===== src/rtl/mult_pkg.sv =====
// Shared definitions for the multiplier sequencer slice.
// Holds the sequencer state encoding, default parameter values, the
// widths derived from them, and a constant clog2 helper.
package mult_pkg;

  // Ceiling log2; clog2(1) = 0.
  function automatic int unsigned clog2(input int unsigned n);
    int unsigned r;
    r = 0;
    while ((32'd1 << r) < n) begin
      r = r + 1;
    end
    return r;
  endfunction

  localparam int unsigned DEF_WORD_LENGTH = 4;
  localparam int unsigned DEF_FIFO_DEPTH  = 2;
  localparam int unsigned DEF_TIMEOUT     = 32;

  localparam int unsigned PROD_W = 2 * DEF_WORD_LENGTH;
  localparam int unsigned PTR_W  = clog2(DEF_FIFO_DEPTH);
  localparam int unsigned WD_W   = clog2(DEF_TIMEOUT) + 1;

  typedef enum logic [2:0] {
    StIdle,
    StIssue,
    StMbusy,
    StMwait,
    StAbort
  } state_e;

endpackage


===== src/rtl/mult_operand_fifo.sv =====
// Synchronous FIFO holding packed operand pairs for the sequencer.
// Ports:
//   clk, reset     - rising-edge clock, asynchronous active-high reset
//   push, wdata    - write request and data (ignored while full)
//   pop            - read request; rdata shows the head entry combinationally
//   full, empty    - occupancy flags
// Full is evaluated before any same-cycle pop, so a pop never frees room for
// a write in the same cycle.
module mult_operand_fifo
  import mult_pkg::*;
#(
  parameter int unsigned Width = 8,
  parameter int unsigned Depth = 2
) (
  input  logic             clk,
  input  logic             reset,
  input  logic             push,
  input  logic [Width-1:0] wdata,
  input  logic             pop,
  output logic [Width-1:0] rdata,
  output logic             full,
  output logic             empty
);

  localparam int unsigned PtrW = clog2(Depth);
  localparam int unsigned CntW = PtrW + 1;

  logic [Width-1:0] mem_q [Depth];
  logic [PtrW-1:0]  wr_ptr_q, rd_ptr_q;
  logic [CntW-1:0]  cnt_q;
  logic             do_push, do_pop;

  assign full    = (cnt_q == CntW'(Depth));
  assign empty   = (cnt_q == '0);
  assign do_push = push && !full;
  assign do_pop  = pop && !empty;
  assign rdata   = mem_q[rd_ptr_q];

  always_ff @(posedge clk or posedge reset) begin
    if (reset) begin
      wr_ptr_q <= '0;
      rd_ptr_q <= '0;
      cnt_q    <= '0;
    end else begin
      if (do_push) wr_ptr_q <= wr_ptr_q + PtrW'(1);
      if (do_pop)  rd_ptr_q <= rd_ptr_q + PtrW'(1);
      cnt_q <= cnt_q + CntW'(do_push) - CntW'(do_pop);
    end
  end

  // Storage needs no reset; occupancy alone decides what is valid.
  always_ff @(posedge clk) begin
    if (do_push) mem_q[wr_ptr_q] <= wdata;
  end

endmodule


===== src/rtl/mult_sequencer.sv =====
// Sequencer wrapped around a shift-add multiplier.
// Ports:
//   clk, reset                 - rising-edge clock, asynchronous active-high reset
//   in_valid/in_ready/in_a/in_b - operand pair input handshake (buffered in a FIFO)
//   mult_a/mult_b              - operands to the multiplier, held from issue to capture
//   mult_start                 - one-cycle start pulse
//   mult_reset_sync            - one-cycle synchronous clear on watchdog abort
//   mult_ready/mult_product    - multiplier ready level and result
//   res_valid/res_ready/res_data - product output handshake
//   busy                       - work in flight or queued
//   err_timeout/err_clear      - sticky watchdog flag and its synchronous clear
module mult_sequencer
  import mult_pkg::*;
#(
  parameter int unsigned WORD_LENGTH = DEF_WORD_LENGTH,
  parameter int unsigned FIFO_DEPTH  = DEF_FIFO_DEPTH,
  parameter int unsigned TIMEOUT     = DEF_TIMEOUT
) (
  input  logic                     clk,
  input  logic                     reset,
  input  logic                     in_valid,
  output logic                     in_ready,
  input  logic [WORD_LENGTH-1:0]   in_a,
  input  logic [WORD_LENGTH-1:0]   in_b,
  output logic [WORD_LENGTH-1:0]   mult_a,
  output logic [WORD_LENGTH-1:0]   mult_b,
  output logic                     mult_start,
  output logic                     mult_reset_sync,
  input  logic                     mult_ready,
  input  logic [2*WORD_LENGTH-1:0] mult_product,
  output logic                     res_valid,
  input  logic                     res_ready,
  output logic [2*WORD_LENGTH-1:0] res_data,
  output logic                     busy,
  output logic                     err_timeout,
  input  logic                     err_clear
);

  localparam int unsigned ProdW = 2 * WORD_LENGTH;
  localparam int unsigned WdW   = clog2(TIMEOUT) + 1;

  state_e                 state_q, state_d;
  logic [WORD_LENGTH-1:0] mult_a_q, mult_a_d, mult_b_q, mult_b_d;
  logic [WdW-1:0]         wd_q, wd_d;
  logic                   res_valid_q, res_valid_d;
  logic [ProdW-1:0]       res_data_q, res_data_d;
  logic                   err_q, err_d;

  logic                   fifo_push, fifo_pop, fifo_full, fifo_empty;
  logic [ProdW-1:0]       fifo_rdata;
  logic [WORD_LENGTH-1:0] head_a, head_b;
  logic                   wd_expired;

  assign in_ready  = !fifo_full;
  assign fifo_push = in_valid && !fifo_full;
  assign {head_a, head_b} = fifo_rdata;

  mult_operand_fifo #(
    .Width (ProdW),
    .Depth (FIFO_DEPTH)
  ) u_fifo (
    .clk   (clk),
    .reset (reset),
    .push  (fifo_push),
    .wdata ({in_a, in_b}),
    .pop   (fifo_pop),
    .rdata (fifo_rdata),
    .full  (fifo_full),
    .empty (fifo_empty)
  );

  // This cycle is the TIMEOUT-th spent waiting on the multiplier.
  assign wd_expired = (wd_q >= WdW'(TIMEOUT - 1));

  always_comb begin
    state_d         = state_q;
    mult_a_d        = mult_a_q;
    mult_b_d        = mult_b_q;
    wd_d            = wd_q;
    res_valid_d     = res_valid_q;
    res_data_d      = res_data_q;
    err_d           = err_q;
    fifo_pop        = 1'b0;
    mult_start      = 1'b0;
    mult_reset_sync = 1'b0;

    if (res_valid_q && res_ready) res_valid_d = 1'b0;
    if (err_clear)                err_d       = 1'b0;

    if ((state_q == StMbusy || state_q == StMwait) && wd_q != WdW'(TIMEOUT)) begin
      wd_d = wd_q + WdW'(1);
    end

    unique case (state_q)
      StIdle: begin
        if (!fifo_empty && !res_valid_q && mult_ready) begin
          fifo_pop = 1'b1;
          mult_a_d = head_a;
          mult_b_d = head_b;
          state_d  = StIssue;
        end
      end
      StIssue: begin
        mult_start = 1'b1;
        wd_d       = '0;
        state_d    = StMbusy;
      end
      StMbusy: begin
        // Ready going low is the multiplier's acknowledgement of the start.
        if (!mult_ready)     state_d = StMwait;
        else if (wd_expired) state_d = StAbort;
      end
      StMwait: begin
        if (mult_ready) begin
          res_data_d  = mult_product;
          res_valid_d = 1'b1;
          state_d     = StIdle;
        end else if (wd_expired) begin
          state_d = StAbort;
        end
      end
      StAbort: begin
        // A new timeout overrides a same-cycle err_clear.
        mult_reset_sync = 1'b1;
        err_d           = 1'b1;
        state_d         = StIdle;
      end
      default: state_d = StIdle;
    endcase
  end

  always_ff @(posedge clk or posedge reset) begin
    if (reset) begin
      state_q     <= StIdle;
      mult_a_q    <= '0;
      mult_b_q    <= '0;
      wd_q        <= '0;
      res_valid_q <= 1'b0;
      res_data_q  <= '0;
      err_q       <= 1'b0;
    end else begin
      state_q     <= state_d;
      mult_a_q    <= mult_a_d;
      mult_b_q    <= mult_b_d;
      wd_q        <= wd_d;
      res_valid_q <= res_valid_d;
      res_data_q  <= res_data_d;
      err_q       <= err_d;
    end
  end

  assign mult_a      = mult_a_q;
  assign mult_b      = mult_b_q;
  assign res_valid   = res_valid_q;
  assign res_data    = res_data_q;
  assign err_timeout = err_q;
  assign busy        = (state_q != StIdle) || !fifo_empty;

endmodule

===== config.mk =====
export PLATFORM = sky130hd
export DESIGN_NAME = mult_sequencer
export DESIGN_NICKNAME = d
export VERILOG_FILES = /design/src/rtl/mult_pkg.sv /design/src/rtl/mult_operand_fifo.sv /design/src/rtl/mult_sequencer.sv
export SDC_FILE = /design/constraint.sdc
export NUM_CORES = 1
export LEC_CHECK = 0
export ABC_AREA = 1
export CAP_MARGIN = 10
export CORE_ASPECT_RATIO = 1.75
export CORE_MARGIN = 4
export CORE_UTILIZATION = 45
export DETAILED_ROUTE_END_ITERATION = 16
export PLACE_DENSITY = 0.85
export SYNTH_ARGS = -nofsm -noshare
export SYNTH_HDL_FRONTEND = slang
export SYNTH_SLANG_ARGS = --single-unit

===== constraint.sdc =====
create_clock -name clk -period 1.6 [get_ports clk]
set_input_delay 0.32 -clock clk [delete_from_list [all_inputs] [get_ports clk]]
set_output_delay 0.32 -clock clk [all_outputs]
set_load 0.02 [all_outputs]

==> results of run 1 <==
-- area by class of cell --
cell class	instances	area [µm²]	share of cell area, %
Multi-Input combinational cell	149	783	27.6
Clock inverter	3	27.5	0.969
Tap cell	51	63.8	2.25
Timing Repair Buffer	59	554	19.5
Clock buffer	5	68.8	2.42
Sequential cell	47	1260	44.3
Inverter	22	85.1	3.00
-- per-stage QoR --
step | area, µm² | util, % | hold slack [ps]
final | 2840 | 63.9 | 384
after global routing | 2840 | 63.9 | 428
after CTS | 2770 | 62.2 | 389
after detailed placement | 2680 | 60.3 | 459
after global placement | 2680 | 60.3 | 453
after floorplan | 2100 | - | 405
-- cell families after synthesis --
kind of cell	count (synthesis)	synth area share, %
flops	47	59.9
compound gates	5	1.49
simple gates	135	29.4
fa+ha+maj	4	2.39
buf+inv	25	4.71
xor+xnor	5	2.09
-- power groups by stage --
stage / sequential (mW) / combinational, mW / clock, mW
final: 1.93 / 2.29 / 0.747
after global routing: 1.98 / 2.54 / 0.818
after CTS: 1.94 / 2.14 / 0.771
after detailed placement: 1.96 / 2.21 / 0
after global placement: 1.94 / 2.15 / 0
after floorplan: 2.14 / 1.14 / 0
-- worst register-to-register path: stages (launching register included) --
cell and delay (ps):
dfrtp_1 400, buf_6 140, nor3_4 200, buf_6 130, nand2_4 50, inv_4 70
ha_4 200, inv_2 60, ha_4 130, xnor2_2 100
-- placed cells by master, fill, tap and decap left out --
| master | netlist | final |
|---|---|---|
| nand2_1 | 91 | 91 |
| clkbuf_8 | 0 | 5 |
| clkinvlp_4 | 0 | 1 |
| dlygate4sd2_1 | 0 | 12 |
| dlymetal6s2s_1 | 0 | 6 |
| nor2_1 | 15 | 14 |
| buf_4 | 0 | 13 |
| inv_4 | 1 | 1 |
| nor3_1 | 1 | 1 |
| clkdlybuf4s50_1 | 0 | 21 |
| clkbuf_2 | 0 | 1 |
| nor2_4 | 1 | 1 |
| dfrtp_1 | 31 | 30 |
| clkinv_1 | 2 | 2 |
| nand2_4 | 3 | 3 |
| inv_6 | 0 | 1 |
| buf_6 | 0 | 5 |
| a21oi_2 | 1 | 1 |
| dfrtp_2 | 0 | 1 |
| nand2_2 | 1 | 1 |
| o21ai_1 | 1 | 1 |
| inv_1 | 18 | 17 |
| ha_1 | 4 | 2 |
| o21bai_1 | 1 | 1 |
| xnor2_2 | 0 | 1 |
| ha_4 | 0 | 2 |
| inv_8 | 0 | 1 |
| buf_2 | 2 | 1 |
| nand3_1 | 15 | 15 |
| nor3_4 | 2 | 3 |
| nor2_8 | 1 | 1 |
| xor2_1 | 3 | 3 |
| nand4_1 | 2 | 2 |
| xnor2_1 | 2 | 1 |
| edfxtp_1 | 16 | 16 |
| inv_2 | 1 | 2 |
| nor2_2 | 2 | 3 |
| o21ai_0 | 2 | 2 |
-- worst max-delay path by stage --
| stage | cells after the start | end | slack [ps] |
|---|---|---|---|
| 3_5_place_dp | 9 | u_fifo.cnt_q[1] | -300 |
| 4_1_cts | 1 | mult_b[1] | 0.1 |
| 5_1_grt | 4 | busy | -40 |
| 3_3_place_gp | 8 | u_fifo.cnt_q[0] | -220 |
| 2_1_floorplan | 6 | u_fifo.cnt_q[0] | 20 |
| 6_report | 4 | busy | -10 |
-- timing repair --
action / 4_1_cts / 5_1_grt
pin swaps: 2 / 3
resized for setup: 31 / 17
setup buffers: 1 / 2
endpoints found under the setup margin: 18 / 9
-- registers in the layout, summed over array words and instances (netlist names) --
register,cells
mult_a,4
state_q,3
wd_q,6
res_data,8
err_timeout,1
u_fifo.rd_ptr_q,1
u_fifo.mem_q,16
res_valid,1
u_fifo.cnt_q,2
mult_b,4
u_fifo.wr_ptr_q,1
-- per-layer routing --
metal	vias up	global-route usage [%]	part of all wire, %
met5	-	0	0
met4	0	6.83	2.9
met3	13	5.03	7.1
met2	55	25.5	54
met1	713	14.4	36
li1	816	-	-
==> impl_metrics.ini, run 1 <==
[sta]
fin_crit_ps = 1610
setup_viol = 1
slew_headroom_pct = 73.5
totalNegativeSetupSlack_ps = -14.4
max_freq_ghz = 0.619
period_share_pct = 101
tightestPinTransition_ps = 397
setup_slack_ps = -14.4
hold_viol_final = 0
fin_skew_ps = 6.77
rsz0062_at_grt = yes
slew_violations = 0

[critical_path]
critPathTopFamily = flip-flops
r2r-end = u_fifo.cnt_q[1]
cp_max_fo = 3
cpMostUsedCell = buf_6
cp_slowest_stage_delay_ps = 400
crit_chain = buf_6, nor3_4, nand2_1, buf_6
crit_path_start_kind = flip-flop
rr_startpoint = state_q[1]
reg2regPathDepth = 9
cp.arrival_ps = 1290
regToRegSetupSlack_ps = 50
crit_buf_inv = 2
path_class = flip-flop to output port
cp-startpoint = state_q[1]
worst_path_max_delay_cell = dfrtp_1
worst_setup_path_end_kind = output port
critical_path_required_ps = 1280

[routing]
drt_pass1_iterations = 4
drt-initial-drc-count = 52
num_vias = 1597
routed_wl_um = 4040
drc = 0
viasPerCell = 4.75
routedWlPerCell_um = 12.0
ant_nets = 0

[cells_and_area]
final_layout_size_suffix_gt1_share_pct = 16.8
nets = 310
nFillCells = 345
areaGrowthSynthToFinish_pct = 35.4
antenna_cells = 0
fin_cells = 336

[yosys]
synth-seq-cells = 47
synth_edf_count = 16
synth_cell_types = 27
yosysTopAreaCellShare_pct = 37.0
synthCells = 221
yosys-top-cells-area = dfrtp_1, edfxtp_1, nand2_1
yosysWarnings = 0
syn_area_per_cell_um2 = 9.49
synth_largest_area_cell = dfrtp_1
ys_top_cells_by_count = nand2_1, dfrtp_1, inv_1, edfxtp_1
synth_fp_nets = 247
synth_most_common_cell = nand2_1
synth_flop_cell = dfrtp_1
ys_async_sr_fraction_pct = 66.0
netlist_area_um2 = 2100
ys_seq_area_share_pct = 59.9

[pwr]
swShare_pct = 40.2
power_frac_comb_pct = 46.0
power.internal_mw = 2.97
p_seq_share_pct = 38.9
power_per_cell_area_nw_per_um2 = 1750
total_power_mw = 4.97
ir_drop_v = 0.00117
p_leak_nw = 1.47
p_switching_mw = 2.00
clockPowerShare_pct = 15.0

[flow_run]
max-cap-violations = 0

[grt]
grtUsageTotal_pct = 14.5
grt_pass1_vias = 1516
grt_max_degree = 32
grt_pass1_wl_um = 6420
antenna_found_initial = 0
gr-total-overflow = 0

[die]
die_y_um = 98.3
die_w_um = 59.6
io_pins = 44
die_area_um2 = 5860
start_util_pct = 47.2
num_rows = 32
core_region_area_um2 = 4440

[status]
violations = setup timing
status = finished, violations left

[cts]
cts_made_buffers = 5
ctsHoldBuffers = 0
clk_path_buf_depth = 2
clk_latency_ps = 310
cts_tree = done
clock_sink_count = 47
cts_root_buffer = clkbuf_8
clk_pin_slew_ps = 90
cts-htree-levels = 2

[placement]
pre_cts_ws_ps = -300
gp_congestion = 0.766
dp_cells = 325
io_buffers = 43
dp_hpwl_um = 3010

[min_path]
hold_path_class = primary input to async pin
Note: power is estimated with default switching activity, not from simulation.
==> run 2, diff against run 1 <==
--- a/config.mk
+++ b/config.mk
@@ -7,8 +7,8 @@
 export LEC_CHECK = 0
 export ABC_AREA = 1
 export CAP_MARGIN = 10
-export CORE_ASPECT_RATIO = 1.75
-export CORE_MARGIN = 4
+export CORE_ASPECT_RATIO = 0.7
+export CORE_MARGIN = 2
 export CORE_UTILIZATION = 45
 export DETAILED_ROUTE_END_ITERATION = 16
 export PLACE_DENSITY = 0.85
==> impl_metrics.ini, run 2 (synthesis gave the netlist of run 1 again) <==
[sta]
period_share_pct = 102
max_freq_ghz = 0.613
fin_crit_ps = 1630
setup_viol = 3
setup_slack_ps = -31.9
hold_viol_final = 0
fin_skew_ps = 2.42
slew_headroom_pct = 73.1
tightestPinTransition_ps = 404
slew_violations = 0
rsz0062_at_grt = yes

[cts]
cts_made_buffers = 5
clk_latency_ps = 300
clk_pin_slew_ps = 80
cts_tree = done
cts-htree-levels = 2
clk_path_buf_depth = 2
clock_sink_count = 47
ctsHoldBuffers = 0
cts_root_buffer = clkbuf_8

[grt]
gr-total-overflow = 0
grt_max_degree = 32
grt_pass1_wl_um = 6980
grtUsageTotal_pct = 18.2
antenna_found_initial = 0
grt_pass1_vias = 1572

[routing]
routedWlPerCell_um = 12.5
drc = 0
viasPerCell = 4.81
ant_nets = 0
routed_wl_um = 4280
num_vias = 1646
drt_pass1_iterations = 5
drt-initial-drc-count = 155

[status]
status = finished, violations left
violations = setup timing

[critical_path]
path_class = flip-flop to output port
worst_path_max_delay_cell = dfrtp_1
cp_max_fo = 3
cp.arrival_ps = 1310
cp_slowest_stage_delay_ps = 400
critical_path_required_ps = 1280
worst_setup_path_end_kind = output port
crit_chain = buf_4, nor3_4, nand2_1, buf_2
crit_path_start_kind = flip-flop

[die]
die_area_um2 = 5230
start_util_pct = 47.6
num_rows = 20
core_region_area_um2 = 4400
io_pins = 44
die_w_um = 85.6
die_y_um = 61.1

[cells_and_area]
final_util_pct = 64.4
areaGrowthSynthToFinish_pct = 35.2
seq_area_um2 = 1260
final_layout_size_suffix_gt1_share_pct = 15.0
final_common_cell = nand2_1
largest_register_ffs = 16
nets = 312
antenna_cells = 0
multiInputGateArea_um2 = 748
nFillCells = 353
fin_area_um2 = 2840
layout_common_cells = nand2_1, dfrtp_1, clkdlybuf4s50_1
regMostFlops = u_fifo.mem_q

[pwr]
p_leak_nw = 1.56
power_per_cell_area_nw_per_um2 = 1730
ir_drop_v = 0.000876

[placement]
dp_hpwl_um = 3060
gp_congestion = 0.842
place_area_um2 = 2710
io_buffers = 43

[flow_run]
max-cap-violations = 0

[min_path]
hold_path_class = primary input to async pin
## run 2: cell types whose count changed in the layout (fill, tap and decap cells not counted), moves of 2 or more
cell,delta
buf_6,-3
ha_1,+2
buf_4,+3
ha_4,-2
buf_2,+2
dlygate4sd2_1,-8
dlymetal6s2s_1,+8
## run 2: worst max-delay path, delay by kind of cell, from the launching register on
family | cells | cell delay, ps
DFF | 1 | 400
buffers and inverters | 2 | 310
and+or+nand+nor | 2 | 300
## run 2: timing repair
action                                 in CTS  in global routing
gates cloned                                0                  0
resized for setup                          19                 17
setup endpoints to repair                  10                 20
setup buffers                               2                  0
endpoints found under the hold margin       0                  0
## run 2: layer usage
layer,part of all wire (%),up-vias,global-route usage (%)
li1,-,828,-
met1,44,762,22.3
met2,48,49,30.0
met3,5.9,7,5.36
met4,1.6,0,9.98
met5,0,-,0
## run 2: final timing paths
path                                   from  slack, ps         endpoint  cells past startpoint
worst max-delay path             state_q[2]        -30             busy                      4
worst min-delay path                  reset        400      err_timeout                      3
worst max register to register   state_q[2]        -20  u_fifo.cnt_q[1]                      9
worst min register to register  res_data[6]        480      res_data[6]                      2
max in group asynchronous             reset        910        mult_a[3]                      3
min in group clk                res_data[6]        480      res_data[6]                      2
## run 2: metrics by stage
stage	setup WS (ps)	total power, mW	setup TNS, ps	hold WS [ps]	cells
5_1_grt	-84.1	5.25	-307	472	342
2_1_floorplan	22.3	3.28	0	405	221
6_report	-31.9	4.89	-69.6	399	342
4_1_cts	-37.2	4.99	-95.6	412	342
3_5_place_dp	-307	4.27	-1360	457	332
3_3_place_gp	-271	4.18	-951	455	332
## run 2: final cells by class
cell class | instances | share of cell area, %
Clock buffer | 6 | 2.91
Clock inverter | 2 | 0.397
Inverter | 22 | 3.00
Multi-Input combinational cell | 149 | 26.4
Sequential cell | 47 | 44.3
Tap cell | 55 | 2.43
Timing Repair Buffer | 61 | 20.6
## run 2: report_power, final
part | internal [mW] | switching [mW] | total [mW]
registers | 1.66 | 0.270 | 1.93
clock network | 0.345 | 0.388 | 0.733
logic | 0.941 | 1.29 | 2.23
total | 2.95 | 1.94 | 4.89
==> variant: new RTL, config.mk and constraints of run 1 <==
The package constant `DEF_FIFO_DEPTH` goes from 2 to 4.
--- a/src/rtl/mult_pkg.sv
+++ b/src/rtl/mult_pkg.sv
@@ -14,7 +14,7 @@
   endfunction
 
   localparam int unsigned DEF_WORD_LENGTH = 4;
-  localparam int unsigned DEF_FIFO_DEPTH  = 2;
+  localparam int unsigned DEF_FIFO_DEPTH  = 4;
   localparam int unsigned DEF_TIMEOUT     = 32;
 
   localparam int unsigned PROD_W = 2 * DEF_WORD_LENGTH;
Function: changed (Yosys sat finds a counterexample within 4 cycles, from zero or initial values and one cycle with reset high).
==> variant against run 1 <==
The run still ends with negative setup slack left. Sequential cell count grew 19. First-iteration DRC count rose to 2.9 times the old value. Non-clock buffer count grew 15. Highest routed layer unchanged. Design area rose by 37%. Critical endpoint is now u_fifo.cnt_q[2]$_DFF_PP0_. Total power grew 42%. Routed wire length increased by 50%. Worst setup slack got worse by 0.22 ns. Largest cell class unchanged. Combinational power rose by 32%. Area after synthesis is 40% higher.
==> variant: results <==
{
  "insertion_delay_ns": 0.34,
  "async_reset_ff_share_pct": 51.5,
  "clock_buffers": 11,
  "synth_common_cells": "nand2_1, dfrtp_1, inv_1",
  "placed_area_um2": 3650,
  "outcome": "finished, violations left",
  "setup_tns_ns": -0.556,
  "post_drt_wl_per_cell_um": 13.8,
  "avgSynthCellArea_um2": 10.5,
  "grt_pass1_vias": 2149,
  "postCtsResizedCells": 37,
  "postCtsSetupRepairBufs": 2,
  "clk_share_pct": 5.13,
  "multi_input_cells": 169,
  "p_leak_nw": 1.74,
  "buffer_area_share_pct": 16.8,
  "fin_ws_ns": -0.233,
  "track_usage_pct": 15.8,
  "fin_skew_ns": 0.00956,
  "layout-drive-gt1-share_pct": 21.1,
  "dp_cells": 421,
  "largest_reg_flops": 32,
  "clkTransAtPathRegs_ns": 0.06,
  "synth_fp_nets": 310,
  "hpwl_mm": 4.33,
  "h-tree-depth": 3,
  "drt_iter0_drc": 153,
  "tightest_slew_ns": 0.413,
  "setup_viol": 3,
  "grt_pass1_wl_mm": 9.73,
  "crit_fanout": 2,
  "drtPass1Iterations": 4,
  "path_delay_family": "adder cells",
  "regArea_um2": 1810,
  "yosysSeqAreaShare_pct": 61.7,
  "ys_ff_latch": 66,
  "n_all_inverters": 37,
  "yosys.cell_types.count": 28,
  "synthFlopType": "dfrtp_1",
  "vias_per_cell": 5.01,
  "violations": "negative setup slack",
  "cts_made_buffers": 9,
  "grt_start_max_net_pins": 35,
  "fillers": 501,
  "synth_edf_count": 32,
  "place_congestion": 0.780,
  "tap_cells": 80,
  "nets": 388,
  "ir_drop_v": 0.000598,
  "multiInputGateArea_um2": 977,
  "signal_buffers": 74
}
variant: metrics by stage:
step                      util (%)  setup slack [ns]
after floorplan                  -            -0.366
after global placement        58.1            -0.422
after detailed placement      58.1            -0.446
after CTS                     60.9            -0.186
after global routing          61.8            -0.265
final                         61.8            -0.233
variant: layer usage:
metal  vias up  part of all wire (%)  global-route usage (%)
met3        12                   3.2                    3.50
met4         0                   2.6                    9.78
met2        54                    59                    31.3
met5         -                     0                       0
li1       1070                     -                       -
met1      1072                    35                    14.1
variant: cell families (layout without fill, tap and decap cells):
family	count (synthesis)	after routing	share of synthesized area [%]
buf+inv	44	126	6.65
fa+ha+maj	9	9	4.09
xor+xnor	6	6	1.79
flops	66	66	61.7
compound gates	51	51	10.1
simple gates	103	103	15.7
variant: power by group:
part           switching, W  internal, W  total, W
Sequential         0.000284      0.00232   0.00260
Clock              0.000562     0.000859   0.00142
Combinational       0.00178      0.00125   0.00303
Total               0.00263      0.00443   0.00706
variant: worst paths after layout:
check | from | to | cells past startpoint | slack, ns
max in group asynchronous | reset | mult_a[0]$_DFFE_PP0N_ | 3 | 1.09
worst min-delay path | reset | u_fifo.wr_ptr_q[0]$_DFFE_PP0N_ | 3 | 0.32
min in group clk | res_data[4]$_DFFE_PP0P_ | res_data[4]$_DFFE_PP0P_ | 2 | 0.47
worst min register to register | res_data[4]$_DFFE_PP0P_ | res_data[4]$_DFFE_PP0P_ | 2 | 0.47
worst max register to register | u_fifo.cnt_q[2]$_DFF_PP0_ | u_fifo.cnt_q[2]$_DFF_PP0_ | 9 | -0.23
worst max-delay path | u_fifo.cnt_q[2]$_DFF_PP0_ | u_fifo.cnt_q[2]$_DFF_PP0_ | 9 | -0.23
